File: src/rtl/rotate_pkg.sv
// Shared types and constants for the rotate stepper and its rotator.
package rotate_pkg;

    // Run-control FSM states
    typedef enum logic [1:0] {
        StIdle = 2'd0,
        StRun  = 2'd1,
        StFin  = 2'd2
    } state_e;

    // Direction encoding on DIR / latched direction
    localparam logic DirRight = 1'b1;
    localparam logic DirLeft  = 1'b0;

endpackage

File: src/rtl/rotate_stepper_rotator.sv
// Combinational multibit rotator: rotates din_i by M bits in the direction dir_i.
// Right moves the M LSBs to the top, left moves the M MSBs to the bottom; M = 0 is identity.
module rotate_stepper_rotator
    import rotate_pkg::*;
#(
    parameter int unsigned N = 8,
    parameter int unsigned M = 3
) (
    input  logic [N-1:0] din_i,
    input  logic         dir_i,
    output logic [N-1:0] dout_o
);

    logic [N-1:0] rot_right;
    logic [N-1:0] rot_left;

    // A shift by N in an N-bit context yields zero, so M = 0 collapses to identity
    assign rot_right = (din_i >> M) | (din_i << (N - M));
    assign rot_left  = (din_i << M) | (din_i >> (N - M));

    // Select the rotation matching the requested direction
    always_comb begin
        dout_o = rot_left;
        if (dir_i == DirRight) begin
            dout_o = rot_right;
        end
    end

endmodule

File: src/rtl/rotate_stepper.sv
// Rotate stepper: loads a seed on START and emits NSTEPS successive M-bit rotations
// through a registered valid/ready interface, then pulses DONE.
module rotate_stepper
    import rotate_pkg::*;
#(
    parameter int unsigned N  = 8,
    parameter int unsigned M  = 3,
    parameter int unsigned CW = 8
) (
    input  logic          CLK,
    input  logic          N_RESET,
    input  logic          START,
    input  logic [N-1:0]  DIN,
    input  logic          DIR,
    input  logic [CW-1:0] NSTEPS,
    output logic [N-1:0]  DOUT,
    output logic          DOUT_VALID,
    input  logic          DOUT_READY,
    output logic          BUSY,
    output logic          DONE
);

    state_e        state_q, state_d;
    logic [N-1:0]  dout_q, dout_d;
    logic [CW-1:0] count_q, count_d;
    logic          dir_q, dir_d;

    logic [N-1:0]  rot_in;
    logic          rot_dir;
    logic [N-1:0]  rot_out;

    // Rotator sees the seed and live DIR while idle, the current word and latched DIR otherwise
    always_comb begin
        rot_in  = dout_q;
        rot_dir = dir_q;
        if (state_q == StIdle) begin
            rot_in  = DIN;
            rot_dir = DIR;
        end
    end

    rotate_stepper_rotator #(
        .N (N),
        .M (M)
    ) u_rotator (
        .din_i  (rot_in),
        .dir_i  (rot_dir),
        .dout_o (rot_out)
    );

    // Next-state logic for run control, word register, step counter and direction
    always_comb begin
        state_d = state_q;
        dout_d  = dout_q;
        count_d = count_q;
        dir_d   = dir_q;
        unique case (state_q)
            StIdle: begin
                if (START) begin
                    dir_d = DIR;
                    if (NSTEPS != '0) begin
                        dout_d  = rot_out;
                        count_d = NSTEPS;
                        state_d = StRun;
                    end else begin
                        state_d = StFin;
                    end
                end
            end
            StRun: begin
                // DOUT_VALID is always high in this state, so READY alone completes a handshake
                if (DOUT_READY) begin
                    count_d = count_q - CW'(1);
                    if (count_q != CW'(1)) begin
                        dout_d = rot_out;
                    end else begin
                        state_d = StFin;
                    end
                end
            end
            StFin: begin
                state_d = StIdle;
            end
            default: begin
                state_d = StIdle;
            end
        endcase
    end

    // State registers with asynchronous active-low reset
    always_ff @(posedge CLK or negedge N_RESET) begin
        if (!N_RESET) begin
            state_q <= StIdle;
            dout_q  <= '0;
            count_q <= '0;
            dir_q   <= DirLeft;
        end else begin
            state_q <= state_d;
            dout_q  <= dout_d;
            count_q <= count_d;
            dir_q   <= dir_d;
        end
    end

    // Moore outputs decoded from registered state only
    always_comb begin
        DOUT       = dout_q;
        DOUT_VALID = (state_q == StRun);
        BUSY       = (state_q != StIdle);
        DONE       = (state_q == StFin);
    end

endmodule

File: config.mk
export PLATFORM = sky130hd
export DESIGN_NAME = rotate_stepper
export DESIGN_NICKNAME = d
export VERILOG_FILES = /design/src/rtl/rotate_pkg.sv /design/src/rtl/rotate_stepper_rotator.sv /design/src/rtl/rotate_stepper.sv
export SDC_FILE = /design/constraint.sdc
export NUM_CORES = 1
export LEC_CHECK = 0
export ABC_AREA = 1
export CORE_ASPECT_RATIO = 1.25
export CORE_UTILIZATION = 25
export DETAILED_ROUTE_END_ITERATION = 8
export GPL_ROUTABILITY_DRIVEN = 1
export GPL_TIMING_DRIVEN = 0
export HOLD_SLACK_MARGIN = 0.12
export SYNTH_ARGS = -nofsm -noshare
export SYNTH_HDL_FRONTEND = slang
export SYNTH_SLANG_ARGS = --single-unit
File: constraint.sdc
create_clock -name CLK -period 1.3 [get_ports CLK]
set_clock_uncertainty 0.1 [all_clocks]
set_input_delay 0.325 -clock CLK [delete_from_list [all_inputs] [get_ports CLK]]
set_output_delay 0.325 -clock CLK [all_outputs]
set_load 0.01 [all_outputs]
---- After elaboration in Yosys (flattened, before gate mapping) ----
Cells that the tools add are included.
storage, ports and cells
  bits in registers ....................... 19
  latch bits .............................. 0
  memory bits (writable) .................. 0
  memory bits (read-only) ................. 0
  memories ................................ 0
operators by class
  add/sub/neg operators ................... 1
  multiply operators ...................... 0
  div/mod/pow operators ................... 0
  magnitude comparators ................... 0
  equal/unequal tests ..................... 8
  shift-type cells ........................ 0
  multiplexer cells ....................... 17
  bitwise operators ....................... 2
  reductions and logical operators ........ 8
operator list
  cell                                                    count
  2-to-1 mux 8 bit                                        9
  case mux 8 bit (2 select lines)                         2
  2-to-1 mux 2 bit                                        4
  inequality test 8 x 1 -> 1 bit (second input constant)  1
  OR 5 x 8 -> 8 bit                                       1
  OR 8 x 3 -> 8 bit                                       1
  nonzero test 8 bit                                      1
  subtractor 8 x 1 -> 8 bit (second input constant)       1
  inequality test 2 x 1 -> 1 bit (second input constant)  3
  AND reduction 5 bit                                     1
  inequality test 2 bit (second input constant)           2
  case mux 2 bit (2 select lines)                         1
  AND reduction 4 bit                                     1
  nonzero test 2 bit                                      2
  AND reduction 3 bit                                     1
  == test 2 x 1 -> 1 bit (second input constant)          1
  == test 2 bit (second input constant)                   1
  logical NOT 2 bit                                       1
  AND reduction 2 bit                                     1
  2-to-1 mux 1 bit                                        1

---- Longest topological paths before layout ----
Gate-level depths: netlist of the first run.
  depth in word-level cells ............... 7
  mapped depth ............................ 9

---- Cells and area by module ----
Synthesis of the first run repeated with hierarchy kept, for this count alone.
unflattened totals
  cell total of the unflattened synthesis .. 211
  area, all modules ....................... 1321.3 µm²
by module, submodules not included
  module                  times used  cells each  area an instance (µm²)  sequential area each (µm²)
  rotate_stepper          1           185         1216.2                  475.5
  rotate_stepper_rotator  1           26          105.1                   0.0

---- Worst setup path before layout of the first run ----
OpenSTA, ideal clock, no wires.
  path type ............................... flip-flop to flip-flop
  start ................................... reg state_q[1]
  end ..................................... reg dout_q[0] (netlist: DOUT[0])
  setup time .............................. 0.065 ns
  arrival ................................. 1.257 ns
  slack ................................... -0.122 ns
  cell stages (with the launch flop) ...... 9
  buffers on the path ..................... 1
  cell sequence ........................... dfrtp_1 > nor2_2 > buf_4 > nand2_1 > nand2_1 > nand2_1 > nand2_1 > nand3_1 > nand2_1
between the ends
  longest elaborated chain between the ends .. 7
  elaborated cells between the ends (all ways) .. 18
  classes of those cells .................. eq/ne (5); mux (8); bitwise (2); reduce/logical (3)
ends and longest elaborated chain
  what                                                           RTL line                                                    text
  start, declared                                                rotate_stepper.sv:23                                        state_e state_q, state_d;
  start signal, assigned                                         rotate_stepper.sv:93                                        state_q <= StIdle;
  start signal, assigned                                         rotate_stepper.sv:98                                        state_q <= state_d;
  logical NOT 2 bit                                              rotate_stepper.sv:36, rotate_stepper.sv:57
  2-to-1 mux 8 bit                                               rotate_stepper.sv:36                                        if (state_q == StIdle) begin
  OR 8 x 3 -> 8 bit / OR 5 x 8 -> 8 bit (equally long branches)  rotate_stepper_rotator.sv:19, rotate_stepper_rotator.sv:18
  2-to-1 mux 8 bit                                               rotate_stepper_rotator.sv:24                                if (dir_i == DirRight) begin
  2-to-1 mux 8 bit (on tied branches)                            rotate_stepper.sv:74, rotate_stepper.sv:61
  2-to-1 mux 8 bit (on tied branches)                            rotate_stepper.sv:72, rotate_stepper.sv:59
  case mux 8 bit (2 select lines)                                rotate_stepper.sv:57                                        unique case (state_q)
  end signal, assigned                                           rotate_stepper.sv:99                                        dout_q <= dout_d;
  end, declared                                                  rotate_stepper.sv:24                                        logic [N-1:0] dout_q, dout_d;
Several ways; a longest one is shown, not always the timed one. The select of a mux whose other input is x is not followed.
A chain may end at the register's enable or synchronous reset.

---- Worst setup path after layout of the first run ----
  start ................................... reg state_q[1]
  end ..................................... out DOUT_VALID
between the ends
  longest elaborated chain between the ends .. 1
ends and longest elaborated chain
  what                    RTL line               text
  == test 2 x 1 -> 1 bit  rotate_stepper.sv:108  DOUT_VALID = (state_q == StRun);
  end, declared           rotate_stepper.sv:17   output logic DOUT_VALID,
No other way between the ends.

==> results.md, run 1 <==
- Clock Sinks: 19
- Final GP Congestion: 0.8308
- Register Area: 478.0 µm²
- Number of global-route vias before repair: 1456
- DIE AREA: 0.005576 mm²
- Failing checks: setup timing
- R2r setup slk: -0.22 ns
- Syn-to-layout area delta: 65.40%
- Pre-CTS setup slack: -0.6998 ns
- Post-route setup TNS: -3.579 ns
- Worst slew pin tran: 0.9068 ns
- Netlist cell types: 19
- 1st-pass router iterations: 4
- R2r endpoint: count_q[0]
- Comb pwr share: 73.2%
- P_int: 2.922 mW
- GRT Residual Overflow: 0
- I/O pin count: 32
- Post-DRT Antenna Nets: 0
- Crit path launch type: flop
- Root Driver: clkbuf_8
- Synthesized net count: 239
- Via count: 1532
- Fmax: 640.6 MHz
- Die height: 83.24 µm
- Finished layout cell area: 0.002183 mm²
- Most common cell after layout, fill and taps aside: nand2_1
- Post-route DRC: 0
- Fin crit period: 1.561 ns
- Post-layout util: 42.98%
- CTS Hold Buffers Added: 0
- Crit Path Category: flop to output pin
- Slew margin rel.: 39.55%
- Gr usage total: 14.30%
- Placed insts: 309
- Worst IR drop on VDD: 1.088 mV
- Leakage: 1.183 nW
- Final WS setup: -0.2610 ns
- Port-buffer cells: 31
- NetSw: 2.894 mW
- Non-Filler Instances: 337
- H-tree levels: 1
- Cell Area, Placed: 0.001745 mm²
- Max-Cap Viols: 0
- Final setup viols: 21
- Die W: 66.99 µm
- Synthesized flop and latch total: 19
- Crit. End Element: output pin
- Hold Path Class: primary input to asynchronous set/reset pin
- Filler Cells Inserted: 543
- Worst hold slack: 0.1864 ns
- Initial antenna violation count: 0
- Switching Share: 49.75%
- CTS max path bufs: 2
- Yosys warns: 0
- Max Transition Viols Final: 0
- First-pass GRT wire length: 6.161 mm
- Cells on worst reg2reg path: 8
- Area of the multi-input gates: 980.9 µm²
- Critical Path RT: 0.88 ns
- Pwr dens: 2664 mW/mm²
- Worst EP arrival: 1.14 ns
- CP Max Fanout: 3
- Via density: 4.546
- Initial core utilization: 25.99%
- Rows: 29
- Critical R2R Launch: state_q[0]
- Synthesized area: 0.001320 mm²
- Syn avg cell area: 6.111 µm²
- Routed WL per cell: 11.82 µm
- Period utilization: 120.1%
- DR iter-0 viols: 50
- Clock Pin Slew Worst Setup and Hold Paths: 0.09 ns
- WL final: 3.982 mm
- Sequential share of power: 18.9%
- Fin nets: 299
- Fraction of layout cells with a size suffix above 1: 36.00%
- Core Region: 0.005080 mm²
- Largest net degree at the start of global routing: 20
- HPWL after DPL: 2.403 mm
- Clock Latency Late Sink: 0.27 ns
- Syn Inst Count: 216
- Status: finished, violations left
- Antenna Cells: 0
- Design Power: 5.816 mW
- Unrepaired setup endpoints after global routing: true
- Clock share of power: 7.9%
- Final Hold Viols: 0
- CTS buffer count: 3
- Most frequent cells in the layout: nand2_1, nand2_2, buf_4, dfrtp_1
- Post-synthesis sequential area ratio: 36.02%
- CTS tree: yes
## worst max-delay path by stage
stage | start | end | slack (ns) | depth (start not counted)
after floorplan | state_q[1] | count_q[1] | -0.03 | 8
after global placement | state_q[0] | DOUT_VALID | -0.69 | 4
after detailed placement | state_q[0] | DOUT_VALID | -0.70 | 4
after CTS | state_q[1] | DOUT_VALID | -0.27 | 4
after global routing | state_q[1] | DOUT_VALID | -0.29 | 4
final | state_q[1] | DOUT_VALID | -0.26 | 4
## power groups by stage
stage	combinational (mW)	sequential (mW)	clock, mW
2_1_floorplan	2.05	1.10	0
3_3_place_gp	2.82	1.12	0
3_5_place_dp	2.86	1.12	0
4_1_cts	3.68	1.08	0.464
5_1_grt	4.71	1.13	0.479
6_report	4.26	1.10	0.458
## what timing repair did
action                     in CTS  in global routing
cloned                          1                  1
gates resized for setup        72                 53
setup endpoints to repair      48                 22
buffers inserted               19                  3
pin swaps                       8                 28
## worst max-delay path, cell delays in order (launching register included)
cell and delay (ns):
dfrtp_2 0.44, buf_6 0.13, nor2_4 0.09, buf_6 0.11, buf_6 0.09
## logic make-up (layout without fill, tap and decap cells)
group	count (synthesis)	after routing	synth area share, %
flops	19	19	36.02
compound gates	13	13	4.929
buf+inv	22	80	7.109
fa+ha+maj	2	2	1.895
simple gates	160	161	50.05
## area by class of cell
cell class | count | share of cell area [%]
clock inverter | 1 | 0.2292
buffer | 3 | 1.719
tap | 62 | 3.553
timing repair buffer | 54 | 22.29
inverter | 19 | 3.496
multi-input combinational | 176 | 44.93
clock buffer | 3 | 1.891
sequential | 19 | 21.89
## cells in the mapped netlist (all sizes together)
cell / number / area, µm²
nand2: 115 / 439.2
nand3b: 2 / 15.01
nor2: 22 / 92.59
and2: 1 / 6.260
dfrtp: 19 / 475.5
inv: 18 / 67.56
nand3: 19 / 100.1
o21ai: 12 / 60.06
clkinv: 1 / 8.760
ha: 2 / 25.02
buf: 3 / 17.52
nor3b: 1 / 7.510
a21oi: 1 / 5.000
## state kept, by name, indices dropped and copies added (netlist names)
name and cells:
dir_q 1, DOUT 8, count_q 8, state_q 2
## metal layers
layer / wire (µm) / global-route usage [%] / share of wire [%] / vias up
li1: - / - / - / 788
met1: 1694 / 16.48 / 43 / 705
met3: 161 / 3.297 / 4.0 / 6
met4: 36 / 2.128 / 0.90 / 0
met2: 2090 / 26.35 / 52 / 33
met5: 0 / 0 / 0 / -
Note: power is estimated with default switching activity, not from simulation.
==> run 2, diff against run 1 <==
==> constraint.sdc (replaced) <==
create_clock -name CLK -period 1.3 [get_ports CLK]
set_clock_uncertainty 0.1 [all_clocks]
set_input_delay 0.325 -clock CLK [delete_from_list [all_inputs] [get_ports CLK]]
set_output_delay 0.325 -clock CLK [all_outputs]
set_load 0.05 [all_outputs]
==> results.md, run 2 (synthesized netlist as in run 1, its figures left out) <==
- R2r setup slk: -0.19 ns (+0.03 ns)
- Clock Latency Late Sink: 0.26 ns (about the same)
- Die W: 66.99 µm (unchanged)
- NetSw: 2.961 mW (+2.3%)
- 1st-pass router iterations: 4 (unchanged)
- Design Power: 5.764 mW (-0.90%)
- GRT Residual Overflow: 0 (unchanged)
- Die height: 83.24 µm (unchanged)
- Unrepaired setup endpoints after global routing: true
- CTS Hold Buffers Added: 0 (unchanged)
- Post-route setup TNS: -3.864 ns (-0.2843 ns)
- Rows: 29 (unchanged)
- Clock Sinks: 19 (unchanged)
- Final WS setup: -0.2848 ns (-0.02383 ns)
- Port-buffer cells: 31 (unchanged)
- Max-Cap Viols: 0 (unchanged)
- CP Max Fanout: 4 (+1)
- Post-DRT Antenna Nets: 0 (unchanged)
- Slowest-stage cell, CP: dfrtp_2
- Crit path buf inv count: 3 (unchanged)
- DR iter-0 viols: 30 (-40%)
- Most used cell, CP: buf_12
- CP max stage delay: 0.46 ns (+0.02 ns)
- Routed WL per cell: 10.78 µm (-8.7%)
- WL final: 3.569 mm (-10%)
- Pwr dens: 2749 mW/mm² (+3.2%)
- Switching Share: 51.37% (+1.6 points)
- Critical R2R Launch: state_q[1]
- CTS max path bufs: 2 (unchanged)
- Final GP Congestion: 0.8188 (-1.4%)
- Syn-to-layout area delta: 58.86%
- Sequential share of power: 20.1% (+1.2 points)
- Crit. End Element: output pin
- Largest net degree at the start of global routing: 20 (unchanged)
- Fmax: 631.0 MHz (-1.5%)
- HPWL after DPL: 2.429 mm (+1.1%)
- Crit Path Category: flop to output pin
- Final Hold Viols: 0 (unchanged)
- Post-route DRC: 0 (unchanged)
- Most common cell after layout, fill and taps aside: nand2_1
- Cells on worst reg2reg path: 9 (+1)
- Fin crit period: 1.585 ns (+0.02383 ns)
- Core Region: 0.005080 mm² (unchanged)
- Critical Path RT: 0.88 ns (about the same)
- Clock share of power: 7.3% (-0.6 points)
- Leakage: 1.111 nW (-6.0%)
- Comb pwr share: 72.6% (-0.6 points)
- Worst slew pin tran: 0.8939 ns (-0.01289 ns)
- Initial core utilization: 25.99% (unchanged)
- CTS buffer count: 3 (unchanged)
- Crit path launch type: flop
- Gr usage total: 12.85% (-1.4 points)
- Hold Path Class: primary input to asynchronous set/reset pin
- Period utilization: 121.9% (+1.8 points)
- Via density: 4.426 (-2.6%)
- Initial antenna violation count: 0 (unchanged)
- Worst EP arrival: 1.16 ns (+0.02 ns)
- I/O pin count: 32 (unchanged)
- Slew margin rel.: 40.41% (+0.86 points)
- Root Driver: clkbuf_8
- DIE AREA: 0.005576 mm² (unchanged)
- Fraction of layout cells with a size suffix above 1: 28.62% (-7.4 points)
- Fin nets: 293 (-2.0%)
- Number of global-route vias before repair: 1390 (-4.5%)
- R2r endpoint: count_q[2]
- CTS tree: yes
- Failing checks: setup timing
- Cell breakdown of the critical path: nor2_4, inv_2, buf_12, buf_12
- H-tree levels: 1 (unchanged)
- Final setup viols: 22 (+4.8%)
- Most frequent cells in the layout: nand2_1, dfrtp_1, nand3_1, buf_4, clkdlybuf4s50_1
- Clock Pin Slew Worst Setup and Hold Paths: 0.08 ns (about the same)
- First-pass GRT wire length: 5.582 mm (-9.4%)
- Worst IR drop on VDD: 1.207 mV (+11%)
- Via count: 1465 (-4.4%)
- P_int: 2.803 mW (-4.1%)
- Antenna Cells: 0 (unchanged)
- Max Transition Viols Final: 0 (unchanged)
- CP delay by family, top: flip-flops
- Status: finished, violations left
-- run 2: cell types whose count changed in the layout (fill, tap and decap cells not counted), sizes merged --
| cell | delta |
|---|---|
| buf | -6 |
| dlygate4sd2 | -2 |
| dlymetal6s2s | -3 |
| clkdlybuf4s50 | +5 |
-- run 2: per-layer routing --
| layer | wire, µm | vias to the layer above | share of wire, % | global-route usage (%) |
|---|---|---|---|---|
| met4 | 65 | 0 | 1.8 | 7.157 |
| met1 | 1506 | 639 | 42 | 13.91 |
| met3 | 184 | 7 | 5.2 | 2.198 |
| met2 | 1812 | 45 | 51 | 22.68 |
| met5 | 0 | - | 0 | 0 |
| li1 | - | 774 | - | - |
-- run 2: power groups by stage --
stage	Sequential (mW)	Combinational (mW)	Clock [mW]
after floorplan	1.33	2.32	0
after global placement	1.14	3.31	0
after detailed placement	1.14	3.33	0
after CTS	1.12	3.80	0.428
after global routing	1.19	4.63	0.457
final	1.16	4.18	0.421
-- run 2: worst max-delay path by stage --
stage	startpoint	endpoint	slack (ns)	cells after the start
after global placement	state_q[0]	DOUT_VALID	-0.81	4
after detailed placement	state_q[0]	DOUT_VALID	-0.81	4
after floorplan	state_q[1]	count_q[1]	-0.04	8
final	state_q[1]	BUSY	-0.28	4
after CTS	state_q[0]	DOUT_VALID	-0.29	4
after global routing	state_q[1]	BUSY	-0.32	4
-- run 2: layout make-up --
type | count | area (µm²)
Buffer | 3 | 46.29
Timing Repair Buffer | 48 | 470.5
Fill cell | 541 | 2983
Sequential cell | 19 | 478.0
Clock buffer | 3 | 41.29
Inverter | 19 | 78.83
Clock inverter | 1 | 5.005
Tap cell | 62 | 77.57
Multi-Input combinational cell | 176 | 899.6
-- run 2: metrics by stage --
stage                     utilization (%)  setup WS, ns  area [µm²]  cells  hold slack, ns
after global placement              34.98       -0.8133        1777    309          0.3841
final                               41.28       -0.2848        2097    331          0.1941
after global routing                41.28       -0.3165        2097    331          0.2678
after detailed placement            34.98       -0.8063        1777    309          0.3854
after floorplan                         -      -0.04127        1389    216        -0.07059
after CTS                           37.59       -0.2876        1909    322          0.2279
-- run 2: what timing repair did --
item,4_1_cts,5_1_grt
buffers inserted,9,8
endpoints found under the setup margin,31,28
resized for setup,82,37
pin swaps,5,7
gates cloned,0,1
==> run 3, diff against run 2 <==
--- a/config.mk
+++ b/config.mk
@@ -6,10 +6,12 @@
 export NUM_CORES = 1
 export LEC_CHECK = 0
 export ABC_AREA = 1
+export CAP_MARGIN = 20
 export CORE_ASPECT_RATIO = 1.25
+export CORE_MARGIN = 2
 export CORE_UTILIZATION = 25
 export DETAILED_ROUTE_END_ITERATION = 8
-export GPL_ROUTABILITY_DRIVEN = 1
+export GPL_ROUTABILITY_DRIVEN = 0
 export GPL_TIMING_DRIVEN = 0
 export HOLD_SLACK_MARGIN = 0.12
 export SYNTH_ARGS = -nofsm -noshare
==> results.md, run 3 (synthesized netlist as in run 1, its figures left out) <==
- Initial core utilization: 25.99% (unchanged)
- Number of global-route vias before repair: 1415 (+1.8%)
- Clock Pin Slew Worst Setup and Hold Paths: 0.07 ns (about the same)
- Critical R2R Launch: state_q[0]
- Via density: 4.483 (+1.3%)
- Slowest-stage cell, CP: dfrtp_2
- DIE AREA: 0.005881 mm² (+5.5%)
- Post-DRT Antenna Nets: 0 (unchanged)
- Period utilization: 121.4% (-0.46 points)
- Placed insts: 309 (unchanged)
- Root Driver: clkbuf_8
- Switching Share: 51.48% (+0.11 points)
- Status: finished, violations left
- Die W: 68.99 µm (+3.0%)
- Rows: 29 (unchanged)
- WL met2: 1.765 mm (-2.6%)
- H-tree levels: 1 (unchanged)
- Die height: 85.24 µm (+2.4%)
- Critical Path RT: 0.88 ns (about the same)
- Antenna Cells: 0 (unchanged)
- Slew margin rel.: 39.37% (-1.0 points)
- Pre-CTS setup slack: -0.8103 ns (-0.003986 ns)
- Leakage: 1.125 nW (+1.2%)
- Top sig layer: met4
- Cell breakdown of the critical path: nor2_4, inv_2, buf_12, buf_12
- Fraction of layout cells with a size suffix above 1: 26.97% (-1.7 points)
- CP max stage delay: 0.45 ns (about the same)
- NetSw: 2.966 mW (+0.17%)
- Max Transition Viols Final: 0 (unchanged)
- Fmax: 633.4 MHz (+0.38%)
- Syn-to-layout area delta: 58.29%
- WL final: 3.466 mm (-2.9%)
- Max-Cap Viols: 0 (unchanged)
- Via count: 1475 (+0.68%)
- Non-Filler Instances: 329 (-0.60%)
- CP delay by family, top: flip-flops
- HPWL after DPL: 2.473 mm (+1.8%)
- Most frequent cells in the layout: nand2_1, dfrtp_1, nand3_1, buf_4
- Sequential share of power: 20.0% (about the same)
- Most common cell after layout, fill and taps aside: nand2_1
- First-pass GRT wire length: 5.782 mm (+3.6%)
- Filler Cells Inserted: 543 (+0.37%)
- Pwr dens: 2757 mW/mm² (+0.32%)
- Fin crit period: 1.579 ns (-0.005975 ns)
- Port-buffer cells: 31 (unchanged)
- Comb pwr share: 72.8% (+0.2 points)
- Crit. End Element: output pin
- Post-route DRC: 0 (unchanged)
- R2r endpoint: DOUT[2]
- Crit path buf inv count: 3 (unchanged)
- I/O pin count: 32 (unchanged)
- Cells on worst reg2reg path: 8 (-1)
- Routed WL per cell: 10.53 µm (-2.3%)
- Met3 WL: 150 µm (-18%)
- DRT met1 WL: 1.451 mm (-3.7%)
- Worst hold slack: 0.2031 ns (+0.008977 ns)
- Core Region: 0.005080 mm² (unchanged)
- P_int: 2.796 mW (-0.27%)
- Clock share of power: 7.2% (about the same)
- Final Hold Viols: 0 (unchanged)
- Unrepaired setup endpoints after global routing: true
- GRT Residual Overflow: 0 (unchanged)
- Crit path launch type: flop
- Post-route setup TNS: -3.690 ns (+0.1737 ns)
- Clock Latency Late Sink: 0.26 ns (about the same)
- Worst IR drop on VDD: 1.197 mV (-0.84%)
- CTS tree: yes
- Gr usage total: 12.52% (-0.34 points)
- Initial antenna violation count: 0 (unchanged)
- R2r setup slk: -0.20 ns (about the same)
- Clock Sinks: 19 (unchanged)
- Failing checks: setup timing
- Fin nets: 291 (-0.68%)
- Largest net degree at the start of global routing: 20 (unchanged)
- Worst EP arrival: 1.15 ns (about the same)
- DR iter-0 viols: 53 (+77%)
- CP Max Fanout: 5 (+1)
- CTS max path bufs: 2 (unchanged)
- Worst slew pin tran: 0.9094 ns (+0.01551 ns)
- Final setup viols: 21 (-4.5%)
- 1st-pass router iterations: 4 (unchanged)
- Crit Path Category: flop to output pin
- Final WS setup: -0.2788 ns (+0.005975 ns)
- Most used cell, CP: buf_12
- CTS Hold Buffers Added: 0 (unchanged)
- CTS buffer count: 3 (unchanged)
- Hold Path Class: primary input to asynchronous set/reset pin
## run 3: cell types whose count changed in the layout (fill, tap and decap cells not counted), sizes merged
cell | before | now
clkdlybuf4s50 | 16 | 11
dlymetal6s2s | 3 | 7
buf | 31 | 29
clkinvlp | 0 | 1
dlygate4sd2 | 1 | 2
inv | 18 | 17
## run 3: final cells by class
cell class	instances	area [µm²]	share of cell area [%]
Buffer	3	42.54	2.036
Clock buffer	3	41.29	1.976
Clock inverter	1	5.005	0.2395
Inverter	19	80.08	3.832
Multi-Input combinational cell	176	900.9	43.11
Sequential cell	19	478.0	22.87
Tap cell	62	77.57	3.713
Timing Repair Buffer	46	464.2	22.22
## run 3: what timing repair did
action,CTS,global route
pin swaps,5,12
setup buffers,9,6
cloned,0,1
resized for setup,84,38
setup endpoints to repair,36,29
## run 3: worst max path at each step
stage	endpoint	cells after the start	startpoint	slack [ns]
finish	BUSY	4	state_q[0]	-0.28
global route	DOUT_VALID	4	state_q[0]	-0.32
CTS	DOUT_VALID	4	state_q[0]	-0.29
detailed placement	DOUT_VALID	4	state_q[0]	-0.81
global placement	DOUT_VALID	4	state_q[0]	-0.82
floorplan	count_q[1]	8	state_q[1]	-0.04
## run 3: power groups by stage
stage / clock network [mW] / registers, mW / logic, mW
after floorplan: 0 / 1.33 / 2.32
after global placement: 0 / 1.14 / 3.31
after detailed placement: 0 / 1.15 / 3.33
after CTS: 0.424 / 1.13 / 3.80
after global routing: 0.453 / 1.19 / 4.69
final: 0.417 / 1.15 / 4.19
## run 3: worst reg2reg max path, cell delays in order (launching register included)
cell	delay, ns
dfrtp_2	0.45
inv_2	0.12
nor2_4	0.05
buf_4	0.13
buf_4	0.14
nand3_1	0.12
nand3_4	0.13
nand2_1	0.10
nand2_1	0.05
## run 3: layer usage
metal  GRT usage, %  vias up
met2          22.47       38
met3          1.326       10
met5              0        -
met1          14.56      659
li1               -      768
met4          5.169        0
## run 3: metrics by stage
| step | util, % | total power, mW | area (µm²) |
|---|---|---|---|
| 6_report | 41.13 | 5.761 | 2090 |
| 4_1_cts | 37.64 | 5.356 | 1912 |
| 2_1_floorplan | - | 3.647 | 1389 |
| 3_3_place_gp | 34.98 | 4.444 | 1777 |
| 5_1_grt | 41.13 | 6.328 | 2090 |
| 3_5_place_dp | 34.98 | 4.477 | 1777 |
==> RTL edit (config.mk and constraints of run 1) <==
Re-encode `state_e` (3 states) as one-hot, 3 bits wide.
--- a/src/rtl/rotate_pkg.sv
+++ b/src/rtl/rotate_pkg.sv
@@ -2,10 +2,10 @@
 package rotate_pkg;
 
     // Run-control FSM states
-    typedef enum logic [1:0] {
-        StIdle = 2'd0,
-        StRun  = 2'd1,
-        StFin  = 2'd2
+    typedef enum logic [2:0] {
+        StIdle = 3'b001,
+        StRun  = 3'b010,
+        StFin  = 3'b100
     } state_e;
 
     // Direction encoding on DIR / latched direction
Behaviour: no difference found for any inputs over 10 cycles, from zero or initial values and one cycle with N_RESET low; not proved beyond that.
==> RTL edit against run 1 <==
  * The flow still finishes with violations (setup timing)
  * Largest cell class unchanged
  * Sequential cell count is 1 higher
  * Highest routed layer unchanged
  * Synthesized area is 9.5% higher
  * Cell area is 3.0% lower
  * Worst hold slack better by 41 ps
  * Total power is 10% lower
  * Routed wire length is 2.5% higher
  * Via count is 2.3% higher
  * Setup slack worse by 45 ps
==> RTL edit: results (changes against run 1) <==
<table>
<tr><th>Metric</th><th>Value</th></tr>
<tr><th colspan="2">Global routing</th></tr>
<tr><td>Wire length of the first global-routing pass</td><td>7072 µm (was 6161 µm)</td></tr>
<tr><td>Total track usage</td><td>14.44% (was 14.30%)</td></tr>
<tr><th colspan="2">Critical path</th></tr>
<tr><td>Arrival time of data at the critical path endpoint</td><td>1670 ps (was 1140 ps)</td></tr>
<tr><td>Reg-to-reg critical path startpoint</td><td>state_q[2] (was state_q[0])</td></tr>
<tr><th colspan="2">Pwr</th></tr>
<tr><td>Peak supply drop</td><td>0.8761 mV (was 1.088 mV)</td></tr>
<tr><td>Switching fraction of total power</td><td>49.43% (was 49.75%)</td></tr>
<tr><td>Seq group</td><td>1170 µW (was 1100 µW)</td></tr>
<tr><td>Part of the total power dissipated in the clock network</td><td>9.2% (was 7.9%)</td></tr>
<tr><td>Leakage power of the design</td><td>0.001120 µW (was 0.001183 µW)</td></tr>
<tr><th colspan="2">Placed design</th></tr>
<tr><td>Post-DP HPWL</td><td>2763 µm (was 2403 µm)</td></tr>
<tr><td>Routability Congestion</td><td>0.8233 (was 0.8308)</td></tr>
<tr><th colspan="2">STA</th></tr>
<tr><td>Final count of negative-setup-slack endpoints</td><td>22 (was 21)</td></tr>
<tr><td>Measured slew at the worst slew-check pin</td><td>951.3 ps (was 906.8 ps)</td></tr>
<tr><td>Worst setup margin</td><td>-306.1 ps (was -261.0 ps)</td></tr>
<tr><th colspan="2">Synth</th></tr>
<tr><td>Leading cell types by total area after synthesis</td><td>sky130_fd_sc_hd__dfrtp_1 33%, sky130_fd_sc_hd__nand2_1 32%, sky130_fd_sc_hd__o21ai_0 5.5%, sky130_fd_sc_hd__nor2_1 4.2%, sky130_fd_sc_hd__inv_1 3.9% (was sky130_fd_sc_hd__dfrtp_1 36%, sky130_fd_sc_hd__nand2_1 32%, sky130_fd_sc_hd__nand3_1 6.8%, sky130_fd_sc_hd__nor2_1 5.7%, sky130_fd_sc_hd__inv_1 5.1%)</td></tr>
<tr><td>Distinct cells, synth</td><td>23 (was 19)</td></tr>
<tr><td>Most frequent cells after synthesis</td><td>124 x sky130_fd_sc_hd__nand2_1, 19 x sky130_fd_sc_hd__dfrtp_1, 16 x sky130_fd_sc_hd__nor2_1, 16 x sky130_fd_sc_hd__o21ai_0, 15 x sky130_fd_sc_hd__inv_1 (was 114 x sky130_fd_sc_hd__nand2_1, 20 x sky130_fd_sc_hd__nor2_1, 19 x sky130_fd_sc_hd__dfrtp_1, 18 x sky130_fd_sc_hd__inv_1, 18 x sky130_fd_sc_hd__nand3_1)</td></tr>
<tr><th colspan="2">Run status</th></tr>
<tr><td>Violated checks</td><td>setup timing (unchanged)</td></tr>
<tr><td>Run status</td><td>finished, violations left (unchanged)</td></tr>
<tr><th colspan="2">Finish</th></tr>
<tr><td>Layout cells sized above 1</td><td>20.58% (was 36.00%)</td></tr>
</table>
[RTL edit: final timing paths]
kind | endpoint | slack [ps] | cells after the start
max | state_q[1] | -310 | 8
min | DOUT[1] | 230 | 1
max reg2reg | state_q[1] | -310 | 8
min reg2reg | count_q[7] | 410 | 2
max in group asynchronous | state_q[2] | 290 | 1
min in group CLK | count_q[7] | 410 | 2
[RTL edit: cell families after synthesis]
group | synth area share [%]
AOI/OAI and AO/OA | 7.013
DFF | 34.72
adders and majority gates | 1.731
and+or+nand+nor | 50.39
buffers and inverters | 6.147
[RTL edit: routing by layer]
layer  routed length [µm]  GRT usage, %  up-vias
met5                    0             0        -
met4                   44         3.636        0
met3                  146         2.199        6
met2                 2121         27.97       29
met1                 1768         16.40      721
li1                     -             -      812
[RTL edit: area by class of cell]
class	count	area, µm²
fillers	577	3401
multi-input cells	187	949.7
inverters	18	75.07
flip-flops and latches	20	501.7
well taps	64	80.08
plain buffers	3	31.28
clock buffers	4	55.05
repair buffers	45	424.2
